<file path="src/rtl/ddr5_cmd_scheduler_if.sv">
// Host request / PHY command bundle for the DDR5 command scheduler.
// Latency: wires only; no storage in the interface.
// Backpressure: req_ready gates the request side; the command side has no stall.
//
// Signals
//   req_valid/req_ready/req_write/req_bank/req_row/req_col : host request handshake
//   cmd_valid/cmd_code/cmd_bank/cmd_row/cmd_col            : PHY command strobe
//   rd_data_valid, refresh_active, queue_count             : status
// Modports: master = request producer / command consumer, slave = scheduler.
interface ddr5_cmd_scheduler_if #(
    parameter int NUM_BANKS   = 4,
    parameter int ROW_WIDTH   = 16,
    parameter int COL_WIDTH   = 10,
    parameter int QUEUE_DEPTH = 8
);
    localparam int BANK_W = $clog2(NUM_BANKS);
    localparam int CNT_W  = $clog2(QUEUE_DEPTH) + 1;

    logic                 req_valid;
    logic                 req_ready;
    logic                 req_write;
    logic [BANK_W-1:0]    req_bank;
    logic [ROW_WIDTH-1:0] req_row;
    logic [COL_WIDTH-1:0] req_col;

    logic                 cmd_valid;
    logic [2:0]           cmd_code;
    logic [BANK_W-1:0]    cmd_bank;
    logic [ROW_WIDTH-1:0] cmd_row;
    logic [COL_WIDTH-1:0] cmd_col;

    logic                 rd_data_valid;
    logic                 refresh_active;
    logic [CNT_W-1:0]     queue_count;

    modport master (
        output req_valid, req_write, req_bank, req_row, req_col,
        input  req_ready,
        input  cmd_valid, cmd_code, cmd_bank, cmd_row, cmd_col,
        input  rd_data_valid, refresh_active, queue_count
    );

    modport slave (
        input  req_valid, req_write, req_bank, req_row, req_col,
        output req_ready,
        output cmd_valid, cmd_code, cmd_bank, cmd_row, cmd_col,
        output rd_data_valid, refresh_active, queue_count
    );
endinterface

</file>
<file path="src/rtl/ddr5_cmd_scheduler.sv">
// Multi-bank DDR5 command scheduler: in-order request FIFO, open-page bank tracking, periodic refresh.
// Latency: a request reaches the PHY no earlier than one cycle after acceptance; commands are registered.
// Backpressure: req_ready (registered, = FIFO not full) stalls the host; the PHY side never stalls.
//
// Ports
//   clk, reset     : clock, synchronous active-high reset
//   bus (slave)    : request handshake in, command strobe out, rd_data_valid / refresh_active / queue_count
module ddr5_cmd_scheduler #(
    parameter int NUM_BANKS   = 4,
    parameter int ROW_WIDTH   = 16,
    parameter int COL_WIDTH   = 10,
    parameter int QUEUE_DEPTH = 8,
    parameter int T_RCD       = 14,
    parameter int T_RP        = 14,
    parameter int T_CCD       = 4,
    parameter int T_RFC       = 295,
    parameter int T_REFI      = 3900,
    parameter int CAS_LATENCY = 14
) (
    input  logic                  clk,
    input  logic                  reset,
    ddr5_cmd_scheduler_if.slave   bus
);
    localparam int BANK_W  = $clog2(NUM_BANKS);
    localparam int PTR_W   = $clog2(QUEUE_DEPTH);
    localparam int CNT_W   = PTR_W + 1;
    localparam int RC_W    = $clog2(T_REFI);
    localparam int T_MAX_A = (T_RCD > T_RP)    ? T_RCD : T_RP;
    localparam int T_MAX_B = (T_CCD > T_RFC)   ? T_CCD : T_RFC;
    localparam int T_MAX   = (T_MAX_A > T_MAX_B) ? T_MAX_A : T_MAX_B;
    localparam int TMR_W   = $clog2(T_MAX + 1);

    localparam logic [2:0] CMD_NOP  = 3'd0;
    localparam logic [2:0] CMD_ACT  = 3'd1;
    localparam logic [2:0] CMD_RD   = 3'd2;
    localparam logic [2:0] CMD_WR   = 3'd3;
    localparam logic [2:0] CMD_PRE  = 3'd4;
    localparam logic [2:0] CMD_PREA = 3'd5;
    localparam logic [2:0] CMD_REF  = 3'd6;

    typedef struct packed {
        logic                 wr;
        logic [BANK_W-1:0]    bank;
        logic [ROW_WIDTH-1:0] row;
        logic [COL_WIDTH-1:0] col;
    } req_t;

    // request FIFO
    req_t             fifo_mem [QUEUE_DEPTH];
    logic [PTR_W-1:0] wr_ptr;
    logic [PTR_W-1:0] rd_ptr;
    logic [CNT_W-1:0] q_count;
    logic [CNT_W-1:0] q_count_nxt;
    logic             req_ready_q;
    logic             push;
    logic             pop;
    req_t             head;
    req_t             in_req;

    // bank and timing state
    logic [NUM_BANKS-1:0] bank_open;
    logic [ROW_WIDTH-1:0] open_row [NUM_BANKS];
    logic [TMR_W-1:0]     timer;
    logic [TMR_W-1:0]     tmr_load;
    logic [RC_W-1:0]      ref_cnt;
    logic                 ref_wrap;
    logic                 ref_pend;
    logic                 ref_busy;

    // command decision and registered outputs
    logic [2:0]           nxt_code;
    logic [BANK_W-1:0]    nxt_bank;
    logic [ROW_WIDTH-1:0] nxt_row;
    logic [COL_WIDTH-1:0] nxt_col;
    logic                 issue;
    logic                 cmd_valid_q;
    logic [2:0]           cmd_code_q;
    logic [BANK_W-1:0]    cmd_bank_q;
    logic [ROW_WIDTH-1:0] cmd_row_q;
    logic [COL_WIDTH-1:0] cmd_col_q;

    logic                   rd_now;
    logic [CAS_LATENCY-1:0] rd_sr;
    logic [CAS_LATENCY:0]   rd_sr_ext;

    assign in_req   = '{wr: bus.req_write, bank: bus.req_bank, row: bus.req_row, col: bus.req_col};
    assign head     = fifo_mem[rd_ptr];
    assign push     = bus.req_valid && req_ready_q;
    assign ref_wrap = (ref_cnt == RC_W'(T_REFI - 1));
    assign issue    = (nxt_code != CMD_NOP);

    // The decision is registered onto the command port on the same edge that
    // loads the timer, so the timer holds (spacing - 1): the next decision
    // happens when it reaches 0 and its strobe lands exactly 'spacing' cycles
    // after the previous strobe.
    always_comb begin
        nxt_code = CMD_NOP;
        nxt_bank = '0;
        nxt_row  = '0;
        nxt_col  = '0;
        tmr_load = '0;
        pop      = 1'b0;
        if (timer == '0) begin
            if (ref_pend && (|bank_open)) begin
                nxt_code = CMD_PREA;
                tmr_load = TMR_W'(T_RP - 1);
            end else if (ref_pend) begin
                nxt_code = CMD_REF;
                tmr_load = TMR_W'(T_RFC - 1);
            end else if (q_count != '0) begin
                nxt_bank = head.bank;
                if (!bank_open[head.bank]) begin
                    nxt_code = CMD_ACT;
                    nxt_row  = head.row;
                    tmr_load = TMR_W'(T_RCD - 1);
                end else if (open_row[head.bank] == head.row) begin
                    nxt_code = head.wr ? CMD_WR : CMD_RD;
                    nxt_col  = head.col;
                    pop      = 1'b1;
                    tmr_load = TMR_W'(T_CCD - 1);
                end else begin
                    nxt_code = CMD_PRE;
                    tmr_load = TMR_W'(T_RP - 1);
                end
            end
        end
    end

    always_comb begin
        q_count_nxt = q_count;
        if (push && !pop)
            q_count_nxt = q_count + CNT_W'(1);
        else if (!push && pop)
            q_count_nxt = q_count - CNT_W'(1);
    end

    assign rd_now    = cmd_valid_q && (cmd_code_q == CMD_RD);
    assign rd_sr_ext = {rd_sr, rd_now};

    always_ff @(posedge clk) begin
        if (reset) begin
            wr_ptr      <= '0;
            rd_ptr      <= '0;
            q_count     <= '0;
            req_ready_q <= 1'b1;
            bank_open   <= '0;
            timer       <= '0;
            ref_cnt     <= '0;
            ref_pend    <= 1'b0;
            ref_busy    <= 1'b0;
            cmd_valid_q <= 1'b0;
            cmd_code_q  <= CMD_NOP;
            cmd_bank_q  <= '0;
            cmd_row_q   <= '0;
            cmd_col_q   <= '0;
            rd_sr       <= '0;
        end else begin
            if (push)
                wr_ptr <= wr_ptr + PTR_W'(1);
            if (pop)
                rd_ptr <= rd_ptr + PTR_W'(1);
            q_count     <= q_count_nxt;
            req_ready_q <= (q_count_nxt != CNT_W'(QUEUE_DEPTH));

            cmd_valid_q <= issue;
            cmd_code_q  <= nxt_code;
            cmd_bank_q  <= nxt_bank;
            cmd_row_q   <= nxt_row;
            cmd_col_q   <= nxt_col;

            if (issue)
                timer <= tmr_load;
            else if (timer != '0)
                timer <= timer - TMR_W'(1);

            case (nxt_code)
                CMD_PREA: bank_open <= '0;
                CMD_ACT:  bank_open[nxt_bank] <= 1'b1;
                CMD_PRE:  bank_open[nxt_bank] <= 1'b0;
                default:  ;
            endcase

            // A fresh interval expiry wins over the REF that clears the flag.
            ref_cnt  <= ref_wrap ? '0 : ref_cnt + RC_W'(1);
            ref_pend <= ref_wrap || (ref_pend && (nxt_code != CMD_REF));

            // Held from the REF strobe through the last cycle of tRFC.
            if (nxt_code == CMD_REF)
                ref_busy <= 1'b1;
            else if (timer == '0)
                ref_busy <= 1'b0;

            rd_sr <= rd_sr_ext[CAS_LATENCY-1:0];
        end
    end

    // Storage without reset: contents are only meaningful behind the pointers.
    always_ff @(posedge clk) begin
        if (push)
            fifo_mem[wr_ptr] <= in_req;
        if (nxt_code == CMD_ACT)
            open_row[nxt_bank] <= nxt_row;
    end

    assign bus.req_ready      = req_ready_q;
    assign bus.cmd_valid      = cmd_valid_q;
    assign bus.cmd_code       = cmd_code_q;
    assign bus.cmd_bank       = cmd_bank_q;
    assign bus.cmd_row        = cmd_row_q;
    assign bus.cmd_col        = cmd_col_q;
    assign bus.rd_data_valid  = rd_sr[CAS_LATENCY-1];
    assign bus.refresh_active = ref_pend || ref_busy;
    assign bus.queue_count    = q_count;
endmodule

</file>
<file path="src/flat_wrapper.sv">
// flat-port wrapper written by rule: the top's interface ports become plain ports
module ddr5_cmd_scheduler_flat 
#(
    parameter int NUM_BANKS   = 4,
    parameter int ROW_WIDTH   = 16,
    parameter int COL_WIDTH   = 10,
    parameter int QUEUE_DEPTH = 8,
    parameter int T_RCD       = 14,
    parameter int T_RP        = 14,
    parameter int T_CCD       = 4,
    parameter int T_RFC       = 295,
    parameter int T_REFI      = 3900,
    parameter int CAS_LATENCY = 14
)
  (clk, reset, bus_req_valid, bus_req_write, bus_req_bank, bus_req_row, bus_req_col, bus_req_ready, bus_cmd_valid, bus_cmd_code, bus_cmd_bank, bus_cmd_row, bus_cmd_col, bus_rd_data_valid, bus_refresh_active, bus_queue_count);
  ddr5_cmd_scheduler_if #(.NUM_BANKS(NUM_BANKS), .ROW_WIDTH(ROW_WIDTH), .COL_WIDTH(COL_WIDTH), .QUEUE_DEPTH(QUEUE_DEPTH)) bus_i ();
  input  logic clk;
  input  logic reset;
  input wire logic [$bits(bus_i.req_valid)-1:0] bus_req_valid;
  input wire logic [$bits(bus_i.req_write)-1:0] bus_req_write;
  input wire logic [$bits(bus_i.req_bank)-1:0] bus_req_bank;
  input wire logic [$bits(bus_i.req_row)-1:0] bus_req_row;
  input wire logic [$bits(bus_i.req_col)-1:0] bus_req_col;
  output wire logic [$bits(bus_i.req_ready)-1:0] bus_req_ready;
  output wire logic [$bits(bus_i.cmd_valid)-1:0] bus_cmd_valid;
  output wire logic [$bits(bus_i.cmd_code)-1:0] bus_cmd_code;
  output wire logic [$bits(bus_i.cmd_bank)-1:0] bus_cmd_bank;
  output wire logic [$bits(bus_i.cmd_row)-1:0] bus_cmd_row;
  output wire logic [$bits(bus_i.cmd_col)-1:0] bus_cmd_col;
  output wire logic [$bits(bus_i.rd_data_valid)-1:0] bus_rd_data_valid;
  output wire logic [$bits(bus_i.refresh_active)-1:0] bus_refresh_active;
  output wire logic [$bits(bus_i.queue_count)-1:0] bus_queue_count;
  assign bus_i.req_valid = bus_req_valid;
  assign bus_i.req_write = bus_req_write;
  assign bus_i.req_bank = bus_req_bank;
  assign bus_i.req_row = bus_req_row;
  assign bus_i.req_col = bus_req_col;
  assign bus_req_ready = bus_i.req_ready;
  assign bus_cmd_valid = bus_i.cmd_valid;
  assign bus_cmd_code = bus_i.cmd_code;
  assign bus_cmd_bank = bus_i.cmd_bank;
  assign bus_cmd_row = bus_i.cmd_row;
  assign bus_cmd_col = bus_i.cmd_col;
  assign bus_rd_data_valid = bus_i.rd_data_valid;
  assign bus_refresh_active = bus_i.refresh_active;
  assign bus_queue_count = bus_i.queue_count;
  ddr5_cmd_scheduler #(.NUM_BANKS(NUM_BANKS), .ROW_WIDTH(ROW_WIDTH), .COL_WIDTH(COL_WIDTH), .QUEUE_DEPTH(QUEUE_DEPTH), .T_RCD(T_RCD), .T_RP(T_RP), .T_CCD(T_CCD), .T_RFC(T_RFC), .T_REFI(T_REFI), .CAS_LATENCY(CAS_LATENCY)) u_core (.clk(clk), .reset(reset), .bus(bus_i));
endmodule
</file>
<file path="config.mk">
export PLATFORM = sky130hd
export DESIGN_NAME = ddr5_cmd_scheduler_flat
export DESIGN_NICKNAME = d
export VERILOG_FILES = /design/src/rtl/ddr5_cmd_scheduler_if.sv /design/src/rtl/ddr5_cmd_scheduler.sv /design/src/flat_wrapper.sv
export SDC_FILE = /design/constraint.sdc
export NUM_CORES = 1
export LEC_CHECK = 0
export CAP_MARGIN = 5
export CORE_MARGIN = 2
export CORE_UTILIZATION = 41
export CTS_CLUSTER_SIZE = 16
export DETAILED_ROUTE_END_ITERATION = 7
export DONT_BUFFER_PORTS = 1
export GPL_ROUTABILITY_DRIVEN = 0
export PLACE_DENSITY = 0.6
export SYNTH_ARGS = -nofsm -noshare
export SYNTH_HDL_FRONTEND = slang
export SYNTH_SLANG_ARGS = --single-unit
</file>
<file path="constraint.sdc">
create_clock -name clk -period 5.3 [get_ports clk]
set_input_delay 0.265 -clock clk [delete_from_list [all_inputs] [get_ports clk]]
set_output_delay 0.265 -clock clk [all_outputs]
set_load 0.02 [all_outputs]
</file>
==> metrics.yaml, run 1 <==
global_route:
  grt_overflow_total: 0
  grt_max_degree: 42
  antenna_found_initial: 0
  track_usage_pct: 16.1
  grt_pass1_wl_um: 46300
  grt_pass1_vias: 7754
floorplan:
  die_w_um: 196
  io_pins: 71
  start_util_pct: 41.4
  dieHeight_um: 196
  dieArea_um2: 38300
  core-area_um2: 36400
  row_count: 70
clocking:
  root_buffer: "clkbuf_16"
  holdBufCountCts: 32
  cts_buffers: 41
  htreeDepth: 2
  insertion_delay_ns: 0.56
  clock_path_buffers: 3
  cts_tree: "yes"
  path_clk_slew_ns: 0.06
  cts_sinks: 383
  cts-resized-gates: 0
  cts_setup_buffers: 0
power_and_ir_drop:
  power_leakage_nw: 5.62
  p_per_area_nw_per_um2: 399
  power_mw: 6.91
  peakVddDrop_mv: 0.285
worst_setup_path:
  worstPathRequired_ns: 5.74
  crit_path_cell_trace: "buf_12 > mux4_1 > mux2i_1 > xnor2_1 > nand3_1 > a2111oi_4 > nand4_2 > nor2_2 > xnor2_1 > nor2_1 > dlygate4sd3_1"
  critPathCaptureType: "flip-flop"
  rrSetupSlack_ns: 0.58
  cp.arrival_ns: 5.16
  crit_type: "reg -> reg"
  cp_max_fo: 39
  cp_slowest_stage_delay_ns: 0.69
  cp.depth: 11
  crit_family: "multiplexers"
  cpMostUsedCell: "xnor2_1"
  worst-r2r-cell-count: 11
  startpoint_type: "flip-flop"
  worst-path-buf-inv: 2
  slowest_stage: "dfxtp_4"
finish:
  area_delta_synth_final_pct: 14.8
  drive_above_1_share_pct: 17.1
  finalNetCount: 991
  fin_util_pct: 47.5
  fin_cells: 1451
  antennaDiodeCount: 0
yosys:
  ys_async_sr_fraction_pct: 0
  yosysMostFrequentCell: "edfxtp_1"
  ys_seq_area_share_pct: 70.5
  synth_edf_count: 296
  synthTopCellsByCount: "edfxtp_1, nor2_1, dfxtp_1"
  yosysTopAreaCell: "edfxtp_1"
  synth_top_cell_area_share_pct: 58.9
  syn-num-nets: 937
  ys_types: 63
  synth_top_flop_cell: "edfxtp_1"
  synth.area.top_cells: "edfxtp_1, dfxtp_1, mux4_2, mux2i_1, nor2_1"
  synthesis.area_um2: 15100
  syn_avg_cell_area_um2: 16.8
  synth_warnings: 0
  synth-seq-cells: 383
  syn_inst: 899
detailed_routing:
  drt-vias-per-instance: 5.25
  wirelength_um: 30100
  wl_per_cell_um: 20.7
  drc: 0
  antenna_left: 0
  drt_iter0_drc: 544
  dr.pass1.iters: 4
  via_count: 7613
placed_design:
  place_ws_ns: 0.736
  port_buffers: 0
  dpl.hpwl_um: 17300
  placed_cells: 1346
sta:
  fin_setup_tns_ns: 0
  skew_ns: 0.0166
  setup_viol: 0
  rsz0062_at_grt: "false"
  slew-limit-headroom_pct: 38.5
  period_share_pct: 89.0
  fmax_mhz: 212
  worst_pin_slew_ns: 0.897
  finalCriticalPeriod_ns: 4.72
  finalWorstSetupSlack_ns: 0.580
  finalHoldViolations: 0
  finalMaxSlewViolations: 0
outcome:
  status: "finished, final reports clean"
hold_path:
  min-delay-start: "reset"
  min_to: "u_core.ref_cnt[1]"
  worstHoldPathCells: 2
  holdCritPathClass: "in -> reg"
job:
  max-cap-violations: 0
-- state kept, by name (all words and copies together) (netlist names), 9 cells and up, named ones only --
| name | count |
|---|---|
| u_core.fifo_mem | 232 |
| u_core.rd_sr | 14 |
| u_core.open_row | 64 |
| u_core.bus.cmd_row | 16 |
| u_core.bus.cmd_col | 10 |
| u_core.timer | 9 |
| u_core.ref_cnt | 12 |
-- worst max-delay path by stage --
stage	start	to	slack, ns
CTS	flip-flop	flip-flop	0.51
finish	flip-flop	flip-flop	0.58
detailed placement	flip-flop	u_core.bus.cmd_col[5]	0.74
global placement	flip-flop	u_core.bank_open[0]	0.78
floorplan	flip-flop	u_core.open_row[1][0]	1.33
global route	flip-flop	flip-flop	0.23
-- stage by stage --
| stage | hold slack (ns) | cell area [µm²] |
|---|---|---|
| 3_3_place_gp | 0.346 | 15600 |
| 5_1_grt | 0.0321 | 17300 |
| 4_1_cts | 0.00887 | 17300 |
| 2_1_floorplan | 0.364 | 15100 |
| 3_5_place_dp | 0.344 | 15600 |
| 6_report | 0.0459 | 17300 |
-- where the power goes --
part / total, mW / switching [mW] / internal, mW
Combinational: 0.580 / 0.355 / 0.224
Sequential: 3.43 / 0.0732 / 3.36
Clock: 2.90 / 1.15 / 1.75
Total: 6.91 / 1.58 / 5.33
-- cell families after synthesis --
kind of cell / after synthesis / share of synthesized area [%]
compound gates: 54 / 2.70
mux: 132 / 14.4
buf+inv: 50 / 2.13
flops: 383 / 70.5
simple gates: 228 / 7.08
xor+xnor: 46 / 2.76
fa+ha+maj: 6 / 0.498
-- area by class of cell --
type | count | area (µm²)
inverters | 9 | 33.8
multi-input cells | 466 | 4200
fillers | 3057 | 19100
repair buffers | 52 | 493
flip-flops and latches | 383 | 10600
well taps | 468 | 586
clock buffers | 52 | 1090
clock inverters | 21 | 282
-- worst reg2reg max path, delay by kind of cell (launching register included) --
family          cells  cell delay [ns]
mux                 2             1.32
buf+inv             2             0.95
simple gates        4             0.87
flops               1             0.69
xor+xnor            2             0.39
compound gates      1             0.39
-- layout by cell type (no fill, tap or decap), types with 10 or more instances in the layout --
cell type / netlist / layout
xnor2_1: 36 / 36
nand3_1: 15 / 15
buf_4: 6 / 19
nor2b_1: 13 / 13
mux4_1: 10 / 10
nand2_1: 38 / 38
a21oi_1: 15 / 15
mux2i_1: 61 / 61
edfxtp_1: 296 / 296
clkbuf_16: 0 / 41
dlygate4sd3_1: 0 / 31
dfxtp_1: 87 / 84
mux4_2: 50 / 50
nor2_1: 102 / 99
-- routing by layer --
metal	vias up	wire, µm	track usage, %
met5	-	0	0
met4	0	663	5.47
met3	49	1710	4.44
met2	155	14700	26.4
met1	3860	13000	20.7
li1	3549	-	-
(Power assumes the default switching activity.)
==> inputs of run 2 (changes only) <==
--- a/config.mk
+++ b/config.mk
@@ -7,12 +7,12 @@
 export LEC_CHECK = 0
 export CAP_MARGIN = 5
 export CORE_MARGIN = 2
-export CORE_UTILIZATION = 41
+export CORE_UTILIZATION = 63
 export CTS_CLUSTER_SIZE = 16
 export DETAILED_ROUTE_END_ITERATION = 7
 export DONT_BUFFER_PORTS = 1
 export GPL_ROUTABILITY_DRIVEN = 0
-export PLACE_DENSITY = 0.6
+export PLACE_DENSITY = 0.84
 export SYNTH_ARGS = -nofsm -noshare
 export SYNTH_HDL_FRONTEND = slang
 export SYNTH_SLANG_ARGS = --single-unit
==> run 2 against run 1 <==
  * Setup slack gained 0.36 ns
  * Combinational power about the same
  * Sequential power is essentially flat
  * Worst hold slack got worse by 0.018 ns
  * Fmax grew 8.3%
  * Critical path depth decreased by 1
  * Power fell by 2.6%
  * Sequential share of layout area grew 1.1 points
  * Final cell count is 10% lower
==> metrics.yaml, run 2 (synthesized netlist as in run 1, its figures left out) <==
placed_design:
  port_buffers: 0
  dpl.hpwl_um: 16800
  placed_cells: 1196
hold_path:
  holdCritPathClass: "in -> reg"
  min-delay-start: "reset"
  worstHoldPathCells: 2
finish:
  final_cell_mix: "edfxtp_1, nor2_1, dfxtp_1"
  largest_reg_flops: 232
  largest_register: "u_core.fifo_mem"
  drive_above_1_share_pct: 16.9
  area_delta_synth_final_pct: 12.7
  fin_util_pct: 72.4
  finalNetCount: 986
  final_common_cell: "edfxtp_1"
  fin_cells: 1299
sta:
  period_share_pct: 82.2
  finalHoldViolations: 0
  fmax_mhz: 230
  fin_setup_tns_ns: 0
  worst_pin_slew_ns: 1.09
  skew_ns: 0.0304
  setup_viol: 0
  finalMaxSlewViolations: 0
  slew-limit-headroom_pct: 26.8
  rsz0062_at_grt: "false"
  finalCriticalPeriod_ns: 4.36
clocking:
  htreeDepth: 2
  clock_path_buffers: 3
  path_clk_slew_ns: 0.06
  cts_sinks: 383
  cts_setup_buffers: 0
  root_buffer: "clkbuf_16"
  cts_tree: "yes"
  insertion_delay_ns: 0.54
  cts_buffers: 39
global_route:
  grt_max_degree: 40
  grt_pass1_wl_um: 47800
  antenna_found_initial: 2
  grt_pass1_vias: 8324
  track_usage_pct: 24.7
  grt_overflow_total: 0
worst_setup_path:
  startpoint_type: "flip-flop"
  crit_type: "reg -> reg"
  worstPathRequired_ns: 5.70
  cp.arrival_ns: 4.76
  critPathCaptureType: "flip-flop"
  rrSetupSlack_ns: 0.94
  cp_max_fo: 23
  worst-r2r-cell-count: 10
  timing.rr.end: "u_core.bank_open[0]"
floorplan:
  core-area_um2: 23500
  die_w_um: 159
  start_util_pct: 64.3
  row_count: 56
  dieHeight_um: 159
  dieArea_um2: 25200
  io_pins: 71
power_and_ir_drop:
  p_per_area_nw_per_um2: 396
  peakVddDrop_mv: 0.327
  power_leakage_nw: 5.56
detailed_routing:
  wirelength_um: 30800
  drt-vias-per-instance: 6.21
  wl_per_cell_um: 23.7
  drc: 0
  via_count: 8062
  drt_iter0_drc: 683
  antenna_left: 0
  dr.pass1.iters: 7
outcome:
  status: "finished, final reports clean"
job:
  max-cap-violations: 0
## run 2: worst max-delay path by stage
| stage | start | endpoint | slack, ns | cells after the start |
|---|---|---|---|---|
| 6_report | flip-flop | u_core.bank_open[0] | 0.94 | 10 |
| 5_1_grt | flip-flop | u_core.bus.cmd_col[7] | 0.67 | 10 |
| 4_1_cts | flip-flop | u_core.bus.cmd_col[7] | 0.95 | 10 |
| 3_5_place_dp | flip-flop | u_core.bus.cmd_col[7] | 1.06 | 10 |
| 3_3_place_gp | flip-flop | u_core.bank_open[0] | 1.14 | 10 |
| 2_1_floorplan | flip-flop | u_core.open_row[1][0] | 1.33 | 10 |
## run 2: routing by layer
metal	wire, µm	up-vias	global-route usage (%)	share of wire (%)
li1	-	3543	-	-
met1	11900	4047	31.9	39
met2	15500	399	41.2	50
met3	2500	73	5.33	8.1
met4	874	0	9.80	2.8
met5	0	-	0	0
## run 2: cell type report
class / instances / area (µm²)
repair buffers: 49 / 453
clock buffers: 56 / 1100
multi-input cells: 466 / 4200
well taps: 319 / 399
fillers: 1369 / 6470
flip-flops and latches: 383 / 10600
diodes: 3 / 7.51
clock inverters: 14 / 175
inverters: 9 / 33.8
## run 2: repair_timing
action | in CTS | in global routing
resized for setup | 0 | 0
hold endpoints to repair | 273 | 0
setup endpoints to repair | 0 | 0
hold buffers | 30 | 0
## run 2: worst max-delay path, stage by stage (launching register included)
cell,delay [ns]
dfxtp_4,0.53
buf_4,0.47
mux4_1,0.70
mux2i_1,0.58
xnor2_1,0.19
nand3_1,0.16
a2111oi_4,0.37
nand4_2,0.25
o41a_1,0.49
and3_1,0.21
a211o_1,0.26
## run 2: power breakdown
part / switching (mW) / total (mW) / internal (mW)
Sequential: 0.0773 / 3.44 / 3.36
Clock: 1.11 / 2.71 / 1.60
Combinational: 0.357 / 0.581 / 0.224
Total: 1.54 / 6.73 / 5.19
## run 2: stage by stage
| stage | hold slack, ns | total power, mW | setup WS [ns] | area (µm²) |
|---|---|---|---|---|
| floorplan | 0.364 | 3.90 | 1.33 | 15100 |
| global placement | 0.340 | 4.00 | 1.14 | 15400 |
| detailed placement | 0.341 | 4.03 | 1.06 | 15400 |
| CTS | 0.00151 | 6.75 | 0.949 | 17000 |
| global route | 0.0400 | 6.94 | 0.674 | 17000 |
| finish | 0.0282 | 6.73 | 0.943 | 17000 |
==> inputs of run 3 (changes only) <==
--- a/config.mk
+++ b/config.mk
@@ -7,12 +7,12 @@
 export LEC_CHECK = 0
 export CAP_MARGIN = 5
 export CORE_MARGIN = 2
-export CORE_UTILIZATION = 63
+export CORE_UTILIZATION = 57
 export CTS_CLUSTER_SIZE = 16
 export DETAILED_ROUTE_END_ITERATION = 7
 export DONT_BUFFER_PORTS = 1
 export GPL_ROUTABILITY_DRIVEN = 0
-export PLACE_DENSITY = 0.84
+export PLACE_DENSITY = 0.8
 export SYNTH_ARGS = -nofsm -noshare
 export SYNTH_HDL_FRONTEND = slang
 export SYNTH_SLANG_ARGS = --single-unit
==> constraint.sdc (replaced) <==
create_clock -name clk -period 3.63 [get_ports clk]
set_input_delay 0.1815 -clock clk [delete_from_list [all_inputs] [get_ports clk]]
set_output_delay 0.1815 -clock clk [all_outputs]
set_load 0.02 [all_outputs]
==> run 3 against run 2 <==
  * Critical path depth up 4
  * Combinational power up 63%
  * Sequential power up 46%
  * Final area up 4.3%
  * Flip-flop and latch count unchanged
  * Fmax up 20%
  * Clock skew down 0.015 ns
  * Via count up 2.1%
  * Setup slack worse by 0.94 ns
  * Clock power up 46%
  * Critical path type unchanged
  * Highest routed layer is now met5
==> metrics.yaml, run 3 (synthesized netlist as in run 1, its figures left out) <==
power_and_ir_drop:
  internal_power_mw: 7.63
  switchingPower_mw: 2.29
  p_seq_share_pct: 50.6
  peakVddDrop_mv: 0.556
  p_per_area_nw_per_um2: 560
  power_leakage_nw: 5.93
  clkPwrFrac_pct: 39.9
  swShare_pct: 23.1
  p_comb_share_pct: 9.5
detailed_routing:
  wl_per_cell_um: 23.7
  wl_met1_um: 13100
  wirelength_um: 32500
  wl_met2_um: 16400
  highest_layer: "met5"
  wl_met3_um: 2120
  via_count: 8231
  dr.pass1.iters: 5
  drt-vias-per-instance: 6.00
  drc: 0
  drt_iter0_drc: 792
  antenna_left: 0
placed_design:
  place_ws_ns: -0.0786
  port_buffers: 0
  dpl.hpwl_um: 17300
sta:
  finalWorstSetupSlack_ns: 0.00482
  slew-limit-headroom_pct: 51.9
  rsz0062_at_grt: "true"
  worst_pin_slew_ns: 0.715
  finalHoldViolations: 0
  setup_viol: 0
  period_share_pct: 99.9
  finalCriticalPeriod_ns: 3.63
  fmax_mhz: 276
  finalMaxSlewViolations: 0
  skew_ns: 0.0150
job:
  max-cap-violations: 0
worst_setup_path:
  startpoint_type: "flip-flop"
  critPathCaptureType: "flip-flop"
  cp_max_fo: 6
  cp.arrival_ns: 4.04
  worstPathRequired_ns: 4.04
  crit_type: "reg -> reg"
clocking:
  cts_tree: "yes"
  clock_path_buffers: 3
  root_buffer: "clkbuf_16"
  path_clk_slew_ns: 0.06
  cts_sinks: 383
  insertion_delay_ns: 0.53
  htreeDepth: 2
  cts_buffers: 38
finish:
  area_delta_synth_final_pct: 17.6
  fin_util_pct: 68.2
  final_common_cell: "edfxtp_1"
  finalNetCount: 1042
  final_cell_mix: "edfxtp_1, nor2_1, dfxtp_1"
  largest_reg_flops: 232
  drive_above_1_share_pct: 23.5
  largest_register: "u_core.fifo_mem"
hold_path:
  holdCritPathClass: "in -> reg"
floorplan:
  dieHeight_um: 167
  core-area_um2: 26000
  die_w_um: 167
  io_pins: 71
  start_util_pct: 58.0
  row_count: 59
  dieArea_um2: 27800
outcome:
  status: "finished, final reports clean"
global_route:
  antenna_found_initial: 3
  grt_overflow_total: 0
  grt_pass1_vias: 8413
  grt_pass1_wl_um: 47800
  grt_max_degree: 45
  track_usage_pct: 22.5
==> run 3: cell count changes in the layout (fill, tap and decap cells not counted), moves of 3 or more <==
| cell | before | now |
|---|---|---|
| buf_12 | 1 | 5 |
| mux4_2 | 50 | 53 |
| clkbuf_1 | 12 | 3 |
| a2111oi_0 | 3 | 0 |
| clkbuf_8 | 4 | 10 |
| buf_4 | 19 | 61 |
| mux2i_2 | 2 | 7 |
| mux2_4 | 1 | 4 |
| clkinv_2 | 4 | 7 |
| mux2i_1 | 61 | 56 |
==> run 3: layout make-up <==
type | count | area (µm²)
Antenna cell | 2 | 5.00
Clock buffer | 52 | 1120
Clock inverter | 18 | 165
Fill cell | 1668 | 8250
Inverter | 9 | 33.8
Multi-Input combinational cell | 467 | 4320
Sequential cell | 383 | 10600
Tap cell | 335 | 419
Timing Repair Buffer | 105 | 1030
==> run 3: worst paths after layout <==
check / from / endpoint / slack, ns / cells after the start
setup / recovery: flip-flop / u_core.bank_open[2] / 0.005 / 14
hold / removal: bus_req_valid / u_core.wr_ptr[1] / 0.11 / 3
setup reg to reg: flip-flop / u_core.bank_open[2] / 0.005 / 14
hold reg to reg: u_core.rd_sr[6] / u_core.rd_sr[7] / 0.44 / 1
==> run 3: what timing repair did <==
item | in CTS | in global routing
endpoints found under the hold margin | 282 | 0
hold buffers | 32 | 0
setup buffers | 4 | 12
cloned | 2 | 3
pin swaps | 1 | 18
setup endpoints to repair | 7 | 26
gates resized for setup | 8 | 29
==> run 3: per-layer routing <==
| metal | up-vias | global-route usage (%) |
|---|---|---|
| met5 | - | 1.74 |
| met4 | 4 | 7.46 |
| met3 | 68 | 4.44 |
| met2 | 305 | 38.6 |
| met1 | 4179 | 29.0 |
| li1 | 3675 | - |
==> run 3: critical path, stage by stage (launching register included) <==
cell and delay, ns:
dfxtp_4 0.43, buf_8 0.15, buf_4 0.15, clkbuf_16 0.17, buf_12 0.10, mux4_2 0.49, mux2i_1 0.18, buf_4 0.19
xnor2_1 0.13, nand2_1 0.11, a221oi_2 0.32, nand4_2 0.17, o41a_1 0.48, and3b_1 0.19, a221o_1 0.25
==> run 3: power groups by stage <==
stage | sequential [mW] | clock [mW] | combinational, mW
global placement | 5.10 | 0 | 0.805
floorplan | 5.08 | 0 | 0.615
finish | 5.02 | 3.96 | 0.946
CTS | 5.02 | 4.01 | 0.916
detailed placement | 5.11 | 0 | 0.831
global route | 5.03 | 4.18 | 1.03
==> run 3: stage by stage <==
stage / cells / setup TNS, ns / hold WS (ns) / instance area [µm²] / power (mW)
floorplan: 899 / -16.14 / 0.280 / 15100 / 5.70
global placement: 1246 / -0.0213 / 0.258 / 15700 / 5.90
detailed placement: 1246 / -0.237 / 0.260 / 15700 / 5.94
CTS: 1354 / 0 / 0.0919 / 17500 / 9.94
global route: 1371 / -0.435 / 0.128 / 17700 / 10.2
finish: 1371 / 0 / 0.105 / 17700 / 9.92
